[config.mk]
export PLATFORM = sky130hd
export DESIGN_NAME = iter_cmp_unit
export DESIGN_NICKNAME = d
export VERILOG_FILES = /design/src/rtl/iter_cmp_unit_pkg.sv /design/src/rtl/iter_cmp_unit_cmp_slice.sv /design/src/rtl/iter_cmp_unit.sv
export SDC_FILE = /design/constraint.sdc
export NUM_CORES = 1
export LEC_CHECK = 0
export CAP_MARGIN = 15
export CELL_PAD_IN_SITES_DETAIL_PLACEMENT = 1
export CELL_PAD_IN_SITES_GLOBAL_PLACEMENT = 2
export CORE_ASPECT_RATIO = 1.5
export CORE_MARGIN = 2
export CORE_UTILIZATION = 34
export DETAILED_ROUTE_END_ITERATION = 8
export GPL_ROUTABILITY_DRIVEN = 1
export PLACE_DENSITY = 0.87
export SLEW_MARGIN = 10
export SYNTH_ARGS = -nofsm -noshare
export SYNTH_HDL_FRONTEND = slang
export SYNTH_SLANG_ARGS = --single-unit
export TNS_END_PERCENT = 50
[constraint.sdc]
create_clock -name clk -period 4.5 [get_ports clk]
set_input_delay 0.675 -clock clk [delete_from_list [all_inputs] [get_ports clk]]
set_output_delay 0.675 -clock clk [all_outputs]
set_load 0.1 [all_outputs]
[src/rtl/iter_cmp_unit_pkg.sv]
// Shared encodings for the iterative compare/branch-condition unit.
package iter_cmp_unit_pkg;

  localparam int CmpOut_LEN = 2;

  typedef enum logic [CmpOut_LEN-1:0] {
    CMP_UNDEF   = 2'b00,
    CMP_LESS    = 2'b01,
    CMP_EQ      = 2'b10,
    CMP_GREATER = 2'b11
  } cmp_out_e;

  typedef enum logic [2:0] {
    CMPOP_CMPU = 3'd0,
    CMPOP_CMPS = 3'd1,
    CMPOP_BEQ  = 3'd2,
    CMPOP_BNE  = 3'd3,
    CMPOP_BLEZ = 3'd4,
    CMPOP_BGTZ = 3'd5,
    CMPOP_BLTZ = 3'd6,
    CMPOP_BGEZ = 3'd7
  } cmp_op_e;

  typedef enum logic {
    ST_IDLE = 1'b0,
    ST_RUN  = 1'b1
  } state_e;

  // Zero-compare branches ignore operand B.
  function automatic logic is_zero_op(cmp_op_e op);
    return op inside {CMPOP_BLEZ, CMPOP_BGTZ, CMPOP_BLTZ, CMPOP_BGEZ};
  endfunction

  function automatic logic br_eval(cmp_op_e op, cmp_out_e r);
    case (op)
      CMPOP_BEQ:  return r == CMP_EQ;
      CMPOP_BNE:  return r != CMP_EQ;
      CMPOP_BLEZ: return (r == CMP_LESS) || (r == CMP_EQ);
      CMPOP_BGTZ: return r == CMP_GREATER;
      CMPOP_BLTZ: return r == CMP_LESS;
      CMPOP_BGEZ: return (r == CMP_GREATER) || (r == CMP_EQ);
      default:    return 1'b0;
    endcase
  endfunction

endpackage

[src/rtl/iter_cmp_unit_cmp_slice.sv]
// One slice of the magnitude compare; invert_msb turns unsigned ordering into
// two's-complement ordering for the top slice.
module cmp_slice #(
  parameter int SLICE = 8
) (
  input  logic [SLICE-1:0] a,
  input  logic [SLICE-1:0] b,
  input  logic             invert_msb,
  output logic             lt,
  output logic             eq
);

  logic [SLICE-1:0] flip;
  logic [SLICE-1:0] a_x;
  logic [SLICE-1:0] b_x;

  assign flip = SLICE'(invert_msb) << (SLICE - 1);
  assign a_x  = a ^ flip;
  assign b_x  = b ^ flip;
  assign lt   = a_x < b_x;
  assign eq   = a == b;

endmodule

[src/rtl/iter_cmp_unit.sv]
// Multi-cycle MSB-first compare with early exit, plus MIPS branch-condition decode.
module iter_cmp_unit
  import iter_cmp_unit_pkg::*;
#(
  parameter int WIDTH = 32,
  parameter int SLICE = 8
) (
  input  logic             clk,
  input  logic             reset,
  input  logic             start,
  input  logic             flush,
  input  logic [2:0]       op,
  input  logic [WIDTH-1:0] data_a,
  input  logic [WIDTH-1:0] data_b,
  output logic             busy,
  output logic             done,
  output logic [1:0]       cmp_out,
  output logic             br_taken,
  output logic             sign_ge0
);

  localparam int N  = WIDTH / SLICE;
  localparam int IW = (N > 1) ? $clog2(N) : 1;

  if (WIDTH % SLICE != 0) begin : g_bad_width
    $error("iter_cmp_unit: WIDTH must be a multiple of SLICE");
  end

  state_e                   state_q, state_d;
  logic [N-1:0][SLICE-1:0]  a_q, a_d, b_q, b_d;
  cmp_op_e                  op_q, op_d;
  logic [IW-1:0]            idx_q, idx_d;
  logic                     done_q, done_d;
  cmp_out_e                 cmp_q, cmp_d;
  logic                     br_q, br_d;
  logic                     sge_q, sge_d;

  logic                     accept, last;
  logic [IW-1:0]            sel;
  logic                     sl_lt, sl_eq;

  assign accept = (state_q == ST_IDLE) && start && !flush;
  assign last   = idx_q == IW'(N - 1);
  // idx 0 addresses the most significant slice.
  assign sel    = IW'(N - 1) - idx_q;

  cmp_slice #(.SLICE(SLICE)) u_slice (
    .a          (a_q[sel]),
    .b          (b_q[sel]),
    .invert_msb ((op_q != CMPOP_CMPU) && (idx_q == '0)),
    .lt         (sl_lt),
    .eq         (sl_eq)
  );

  always_ff @(posedge clk or posedge reset) begin
    if (reset) state_q <= ST_IDLE;
    else       state_q <= state_d;
  end

  always_comb begin
    state_d = state_q;
    case (state_q)
      ST_IDLE: if (accept) state_d = ST_RUN;
      ST_RUN:  if (flush || !sl_eq || last) state_d = ST_IDLE;
      default: state_d = ST_IDLE;
    endcase
  end

  always_comb begin
    busy = state_q == ST_RUN;
  end

  // Datapath: operand latches, slice index and the registered result.
  always_comb begin
    a_d    = a_q;
    b_d    = b_q;
    op_d   = op_q;
    idx_d  = idx_q;
    done_d = 1'b0;
    cmp_d  = cmp_q;
    br_d   = br_q;
    sge_d  = sge_q;
    if (accept) begin
      a_d   = data_a;
      op_d  = cmp_op_e'(op);
      b_d   = is_zero_op(cmp_op_e'(op)) ? '0 : data_b;
      idx_d = '0;
    end else if (state_q == ST_RUN && !flush) begin
      if (!sl_eq || last) begin
        done_d = 1'b1;
        cmp_d  = !sl_eq ? (sl_lt ? CMP_LESS : CMP_GREATER) : CMP_EQ;
        br_d   = br_eval(op_q, cmp_d);
        sge_d  = ~a_q[N-1][SLICE-1];
      end else begin
        idx_d = idx_q + IW'(1);
      end
    end
  end

  always_ff @(posedge clk or posedge reset) begin
    if (reset) begin
      a_q    <= '0;
      b_q    <= '0;
      op_q   <= CMPOP_CMPU;
      idx_q  <= '0;
      done_q <= 1'b0;
      cmp_q  <= CMP_UNDEF;
      br_q   <= 1'b0;
      sge_q  <= 1'b0;
    end else begin
      a_q    <= a_d;
      b_q    <= b_d;
      op_q   <= op_d;
      idx_q  <= idx_d;
      done_q <= done_d;
      cmp_q  <= cmp_d;
      br_q   <= br_d;
      sge_q  <= sge_d;
    end
  end

  assign done     = done_q;
  assign cmp_out  = cmp_q;
  assign br_taken = br_q;
  assign sign_ge0 = sge_q;

endmodule

==> After elaboration in Yosys (flattened, before gate mapping) <==
Index checks and enable logic that the tools add are counted.
{ "op_classes": {"n_lt_le_gt_ge": 2, "reduce_logical": 17, "eq_ne": 17, "n_bitwise": 5, "n_mux": 17, "add_sub_neg": 2} }
{ "ops": {"columns": ["cell", "n"], "rows": [
  ["8-bit binary-select mux with 2-bit select", 2],
  ["32-bit two-way mux", 1],
  ["3-bit == test, second input constant", 8],
  ["8-bit two-way mux", 2],
  ["8-bit bitwise XOR", 2],
  ["2-bit two-way mux", 5],
  ["8-bit == test", 1],
  ["8-bit < comparator", 1],
  ["2-bit == test, second input constant", 3],
  ["3-bit by 2-bit == test with 1-bit output, second input constant", 2],
  ["1-bit one-hot mux with 6 select lines", 1],
  ["1-bit logical OR", 5],
  ["1-bit two-way mux", 5],
  ["1-bit logical AND", 4],
  ["2-bit inequality test, second input constant", 2],
  ["4-bit nonzero test", 1],
  ["2-bit by 3-bit < comparator with 1-bit output, second input constant", 1],
  ["1-bit NOT", 3],
  ["3-bit AND reduction", 1],
  ["3-bit nonzero test", 1],
  ["2-bit by 1-bit adder with 2-bit output, second input constant", 1],
  ["2-bit by 1-bit == test with 1-bit output, second input constant", 1],
  ["1-bit logical NOT", 2],
  ["2-bit logical NOT", 1],
  ["other kinds (4)", 4]
]} }
{ "word_totals": {"out_inout_bits": 6, "word_cells": 75, "ff_bits": 75} }

==> Logic depth before layout (Yosys ltp) <==
{ "depth": {"depth_word": 10, "ltp_mapped": 11, "depth_no_buf": 9} }

==> By module <==
Synthesis repeated with hierarchy kept, for this count alone.
{ "hier_totals": {"cells_unflattened": 379, "area_unflattened_um2": 3822.4} }
{ "by_module_without_submodules": {"columns": ["module", "n_inst", "cells_each", "area_each_um2"], "rows": [
  ["iter_cmp_unit", 1, 346, 3602.2],
  ["cmp_slice", 1, 33, 220.2]
]} }

==> Least setup slack after synthesis <==
OpenSTA, ideal clock, no wires.
{ "synth_timing": {"path_kind": "reg2reg", "from": "register idx_q[0]", "to": "register br_q (netlist: br_taken)", "synth_period_minus_slack_ps": 3002, "n_path_buf": 2, "path_stages_with_launch": 11, "setup_slack_ps": 1498, "arrival_ps": 2868, "cell_sequence": "dfrtp_1 -> buf_6 -> buf_1 -> mux4_2 -> ha_1 -> and3_1 -> a221oi_1 -> nor3b_1 -> a211o_1 -> o2111ai_1 -> o211ai_1"} }
{ "synth_via": {"elab_chain_len": 10, "word_cells_on_any_way": 24} }
{ "synth_rtl": {"columns": ["element", "line", "text"], "rows": [
  ["from (decl)", "iter_cmp_unit.sv:32", "logic [IW-1:0] idx_q, idx_d;"],
  ["from (signal assigned)", "iter_cmp_unit.sv:114", "idx_q <= idx_d;"],
  ["2-bit subtractor", "iter_cmp_unit.sv:45", "assign sel = IW'(N - 1) - idx_q;"],
  ["8-bit binary-select mux with 2-bit select (on tied branches)", "iter_cmp_unit.sv:48, iter_cmp_unit.sv:49", null],
  ["8-bit two-way mux (on tied branches)", "iter_cmp_unit.sv:48, iter_cmp_unit.sv:49", null],
  ["8-bit bitwise XOR (on tied branches)", "iter_cmp_unit_cmp_slice.sv:18, iter_cmp_unit_cmp_slice.sv:19", null],
  ["8-bit < comparator", "iter_cmp_unit_cmp_slice.sv:20", "assign lt = a_x < b_x;"],
  ["2-bit two-way mux (2 in series)", "iter_cmp_unit.sv:91", "cmp_d = !sl_eq ? (sl_lt ? CMP_LESS : CMP_GREATER) : CMP_EQ;"],
  ["2-bit == test (tied with other cells)", "iter_cmp_unit_pkg.sv:39, iter_cmp_unit_pkg.sv:41", null],
  ["1-bit logical OR (on tied branches)", "iter_cmp_unit_pkg.sv:41, iter_cmp_unit_pkg.sv:38", null],
  ["1-bit one-hot mux with 6 select lines", "iter_cmp_unit_pkg.sv:35", "case (op)"],
  ["to (signal assigned)", "iter_cmp_unit.sv:117", "br_q <= br_d;"],
  ["to (decl)", "iter_cmp_unit.sv:35", "logic br_q, br_d;"]
]} }
Several ways; a longest one is shown, not always the timed one. The select of a mux whose other input is x is not followed.
A chain may end at the register's enable or synchronous reset.

==> Final worst setup path <==
{ "layout_timing": {"from": "register idx_q[1]", "to": "register br_q (netlist: br_taken)"} }
The elaborated chain is that of the path after synthesis.

==> flow_metrics.env <==
export IMPL_rsz_0062_raised_after_global_routing="no"
export IMPL_preCtsSetupSlack_ps=1344
export IMPL_postSynthRegisterBits=75
export IMPL_synth_top_cells_by_area="sky130_fd_sc_hd__dfrtp_1 51%, sky130_fd_sc_hd__nand2_1 14%, sky130_fd_sc_hd__mux4_2 7.4%"
export IMPL_worstSetupPathType="flop to flop"
export IMPL_crit_fanout=19
export IMPL_setup_worst_path_end_class="flop"
export IMPL_grt_antenna_before_repair=0
export IMPL_power_static_leakage_nw=2.243
export IMPL_max_vdd_ir_drop_uv=208.8
export IMPL_drcViolationCount=0
export IMPL_dp_hpwl_mm=6.561
export IMPL_synthesis_area_sq_mm=0.003676
export IMPL_total_power_mw=2.081
export IMPL_clk_pin_slew_ps=60
export IMPL_fmax_mhz=315.7
export IMPL_synth_top_family_by_area="simple AND/OR/NAND/NOR gates"
export IMPL_post_cts_hold_buffer_count=0
export IMPL_grt_pass1_vias=3110
export IMPL_crit_arrival_ps=3380
export IMPL_timing_max_transition_violations_final=0
export IMPL_uppermost_metal_layer_occupied_by_signal_nets="met4"
export IMPL_ctsRootBufferMaster="sky130_fd_sc_hd__clkbuf_16"
export IMPL_run_status="finished clean"
export IMPL_maxSlewHeadroom=0.3069
export IMPL_cp_data_required_time_ps=4710
export IMPL_vias=2836
export IMPL_wl_per_cell_um=15.13
export IMPL_finalHoldViolCount=0
export IMPL_clk_latency_ps=340
export IMPL_floorplan_die_width_um=88.90
export IMPL_syn_inst=379
export IMPL_postSynthAreaPerCell_sq_um=9.699
export IMPL_synth_simple_area_share=0.2301
export IMPL_grt_first_pass_wirelength_mm=14.96
export IMPL_drt_pass1_iter_count=4
export IMPL_synthesized_area_fraction_occupied_by_ao_oa_aoi_and_oai_cells=0.07250
export IMPL_ordered_list_of_cells_on_the_worst_path="mux4_2 -> inv_1 -> ha_1 -> a21o_1 -> a21oi_1 -> mux2i_1 -> a211o_1 -> o2111ai_1 -> o211ai_1"
export IMPL_core_area_sq_mm=0.01053
export IMPL_post_cts_resized_instances=0
export IMPL_number_of_h_tree_branching_levels=3
export IMPL_finalCritPeriodShare=0.7039
export IMPL_tritoncts_clock_tree="done"
export IMPL_route_layer_met1_wl_mm=3.430
export IMPL_sum_of_met2_wire_segment_lengths_after_detailed_routing_mm=5.157
export IMPL_die_height_um=131.4
export IMPL_crit_path_top_delay_cell="sky130_fd_sc_hd__dfrtp_1"
export IMPL_final_setup_skew_ps=6.617
export IMPL_fill_cells=1189
export IMPL_worst_pin_slew_ps=1040
export IMPL_drt_first_iter_violations=78
export IMPL_grt_remaining_overflow=0
export IMPL_timing_final_ws_setup_ps=1333
export IMPL_synthesis_yosys_warnings=0
export IMPL_placer_s_final_routability_congestion_estimate=0.7434
export IMPL_layout_drive_gt1_share=0.07489
export IMPL_top_level_ports=77
export IMPL_final_hold_worst_slack_ps=467.5
export IMPL_period_needed_ps=3167
export IMPL_synth_nets=459
export IMPL_worst_r2r_setup_slack_ps=1330
export IMPL_final_cell_area_sq_mm=0.004877
export IMPL_detailroute_wirelength_met3_um=289
export IMPL_final_antenna_diode_count=0
export IMPL_finalSetupViolCount=0
export IMPL_floorplan_rows=46
export IMPL_cts_repair_timing_setup_buffer_count=0
export IMPL_critPathLaunchType="flop"
export IMPL_muxShareOfSynthArea=0.1130
export IMPL_drv_cap=0
export IMPL_maximum_number_of_pins_on_one_net_before_global_route_repair=101
export IMPL_io_buffers=76
export IMPL_synth_top_area_frac=0.5106
export IMPL_p_per_area_mw_per_mm2=426.7
export IMPL_number_of_nets_in_the_final_layout=529
export IMPL_netlist_cell_type_count=34
export IMPL_yosys_area_share_adder=0.03063
export IMPL_start_util=0.3490
export IMPL_post_synth_xor_area_fraction=0.007148
export IMPL_setup_tns_ps=0
export IMPL_synth_top_area_cell="sky130_fd_sc_hd__dfrtp_1"
export IMPL_die_area_sq_mm=0.01168
export IMPL_flow_area_growth_from_synthesis_pct=32.68
export IMPL_max_clock_path_buffers=2
export IMPL_ant_nets=0
export IMPL_clock_sinks=75
export IMPL_seq_area_frac_synth=0.5106
export IMPL_grt_total_usage=0.1695
export IMPL_route_final_wire_length_mm=9.050
export IMPL_worstHoldPathType="flop to flop"
export IMPL_timing_critical_path_slowest_cell_delay_ps=890
export IMPL_numCtsBuffers=9
export IMPL_place_area_sq_mm=0.004567
export IMPL_routed_via_density=4.742
-- placed cells by master (no fill, tap or decap), types with 2 or more instances in the layout --
| cell | Yosys | layout |
|---|---|---|
| sky130_fd_sc_hd__mux4_1 | 4 | 4 |
| sky130_fd_sc_hd__clkinv_2 | 0 | 2 |
| sky130_fd_sc_hd__inv_1 | 12 | 11 |
| sky130_fd_sc_hd__mux2i_1 | 4 | 4 |
| sky130_fd_sc_hd__nor2_1 | 7 | 7 |
| sky130_fd_sc_hd__o21ai_0 | 33 | 33 |
| sky130_fd_sc_hd__a21o_1 | 2 | 2 |
| sky130_fd_sc_hd__nand2_1 | 141 | 141 |
| sky130_fd_sc_hd__clkdlybuf4s50_1 | 0 | 76 |
| sky130_fd_sc_hd__xor2_1 | 2 | 2 |
| sky130_fd_sc_hd__nand2b_1 | 34 | 34 |
| sky130_fd_sc_hd__dfrtp_1 | 75 | 75 |
| sky130_fd_sc_hd__nor3_1 | 3 | 3 |
| sky130_fd_sc_hd__buf_4 | 0 | 4 |
| sky130_fd_sc_hd__clkbuf_1 | 17 | 2 |
| sky130_fd_sc_hd__clkbuf_16 | 0 | 9 |
| sky130_fd_sc_hd__ha_1 | 9 | 9 |
| sky130_fd_sc_hd__mux4_2 | 12 | 12 |
| sky130_fd_sc_hd__bufinv_16 | 0 | 2 |
| sky130_fd_sc_hd__nor3b_1 | 3 | 2 |
| sky130_fd_sc_hd__and3_1 | 2 | 2 |
-- synth_stat cells, drive strengths merged --
cell type,count
o31ai,1
nor3b,3
o21ai,33
ha,9
o311a,1
o211ai,1
clkbuf,17
a221oi,1
a2bb2oi,1
nor2,7
inv,12
o2111ai,1
nand3,1
xnor2,1
dfrtp,75
mux4,16
nor2b,1
nor3,3
o22a,1
a211oi,1
a21o,2
a21oi,1
a211o,1
nand3b,1
nand2b,34
buf,4
mux2i,4
or3b,1
and3,2
xor2,2
nand2,141
-- power breakdown --
group / total (mW) / switching [mW] / internal, mW
registers: 0.840 / 0.0637 / 0.776
logic: 0.475 / 0.270 / 0.205
clock network: 0.767 / 0.283 / 0.484
total: 2.08 / 0.616 / 1.46
-- cell families (layout without fill, tap and decap cells) --
| logic type | after synthesis | after routing |
|---|---|---|
| xor gates and xnor gates | 3 | 3 |
| AOI/OAI and AO/OA | 45 | 45 |
| DFF | 75 | 75 |
| buffers and inverters | 33 | 108 |
| muxes | 20 | 20 |
| adders and majority gates | 9 | 9 |
| and+or+nand+nor | 194 | 194 |
-- registers in the layout, summed over array words and instances, names as in the netlist --
name / flops
a_q: 32
cmp_out: 2
sign_ge0: 1
br_taken: 1
op_q: 3
b_q: 32
idx_q: 2
done: 1
busy: 1
-- area by class of cell --
| cell class | instances | area [sq um] | area share |
|---|---|---|---|
| sequential | 75 | 1877 | 0.3848 |
| multi-input combinational | 271 | 1674 | 0.3433 |
| timing repair buffer | 80 | 790.8 | 0.1621 |
| clock buffer | 11 | 232.7 | 0.04772 |
| tap | 144 | 180.2 | 0.03694 |
| clock inverter | 5 | 77.57 | 0.01591 |
| inverter | 12 | 45.04 | 0.009236 |
-- worst paths after layout --
path / start / end / depth (start not counted)
min in group asynchronous: reset / b_q[1] / 2
worst max-delay path: idx_q[1] / br_taken / 9
worst min-delay path: a_q[2] / a_q[2] / 2
max in group asynchronous: reset / idx_q[1] / 3
worst min register to register: a_q[2] / a_q[2] / 2
worst max register to register: idx_q[1] / br_taken / 9
-- layer usage --
layer,vias to the layer above,GRT usage
met2,47,0.3056
met5,-,0
met1,1390,0.1854
met4,0,0.06481
li1,1386,-
met3,13,0.03957
-- critical path: cells and delay by family, from the launching register on --
kind	cells	cell delay, ps
DFF	1	890
buffers and inverters	1	70
adders and majority gates	1	230
AOI/OAI and AO/OA	5	1120
muxes	2	710
-- metrics by stage --
| step | instances | util |
|---|---|---|
| after global routing | 598 | 0.4631 |
| after CTS | 598 | 0.4631 |
| final | 598 | 0.4631 |
| after detailed placement | 582 | 0.4336 |
| after global placement | 582 | 0.4336 |
| after floorplan | 379 | - |
Note: power is estimated with default switching activity, not from simulation.
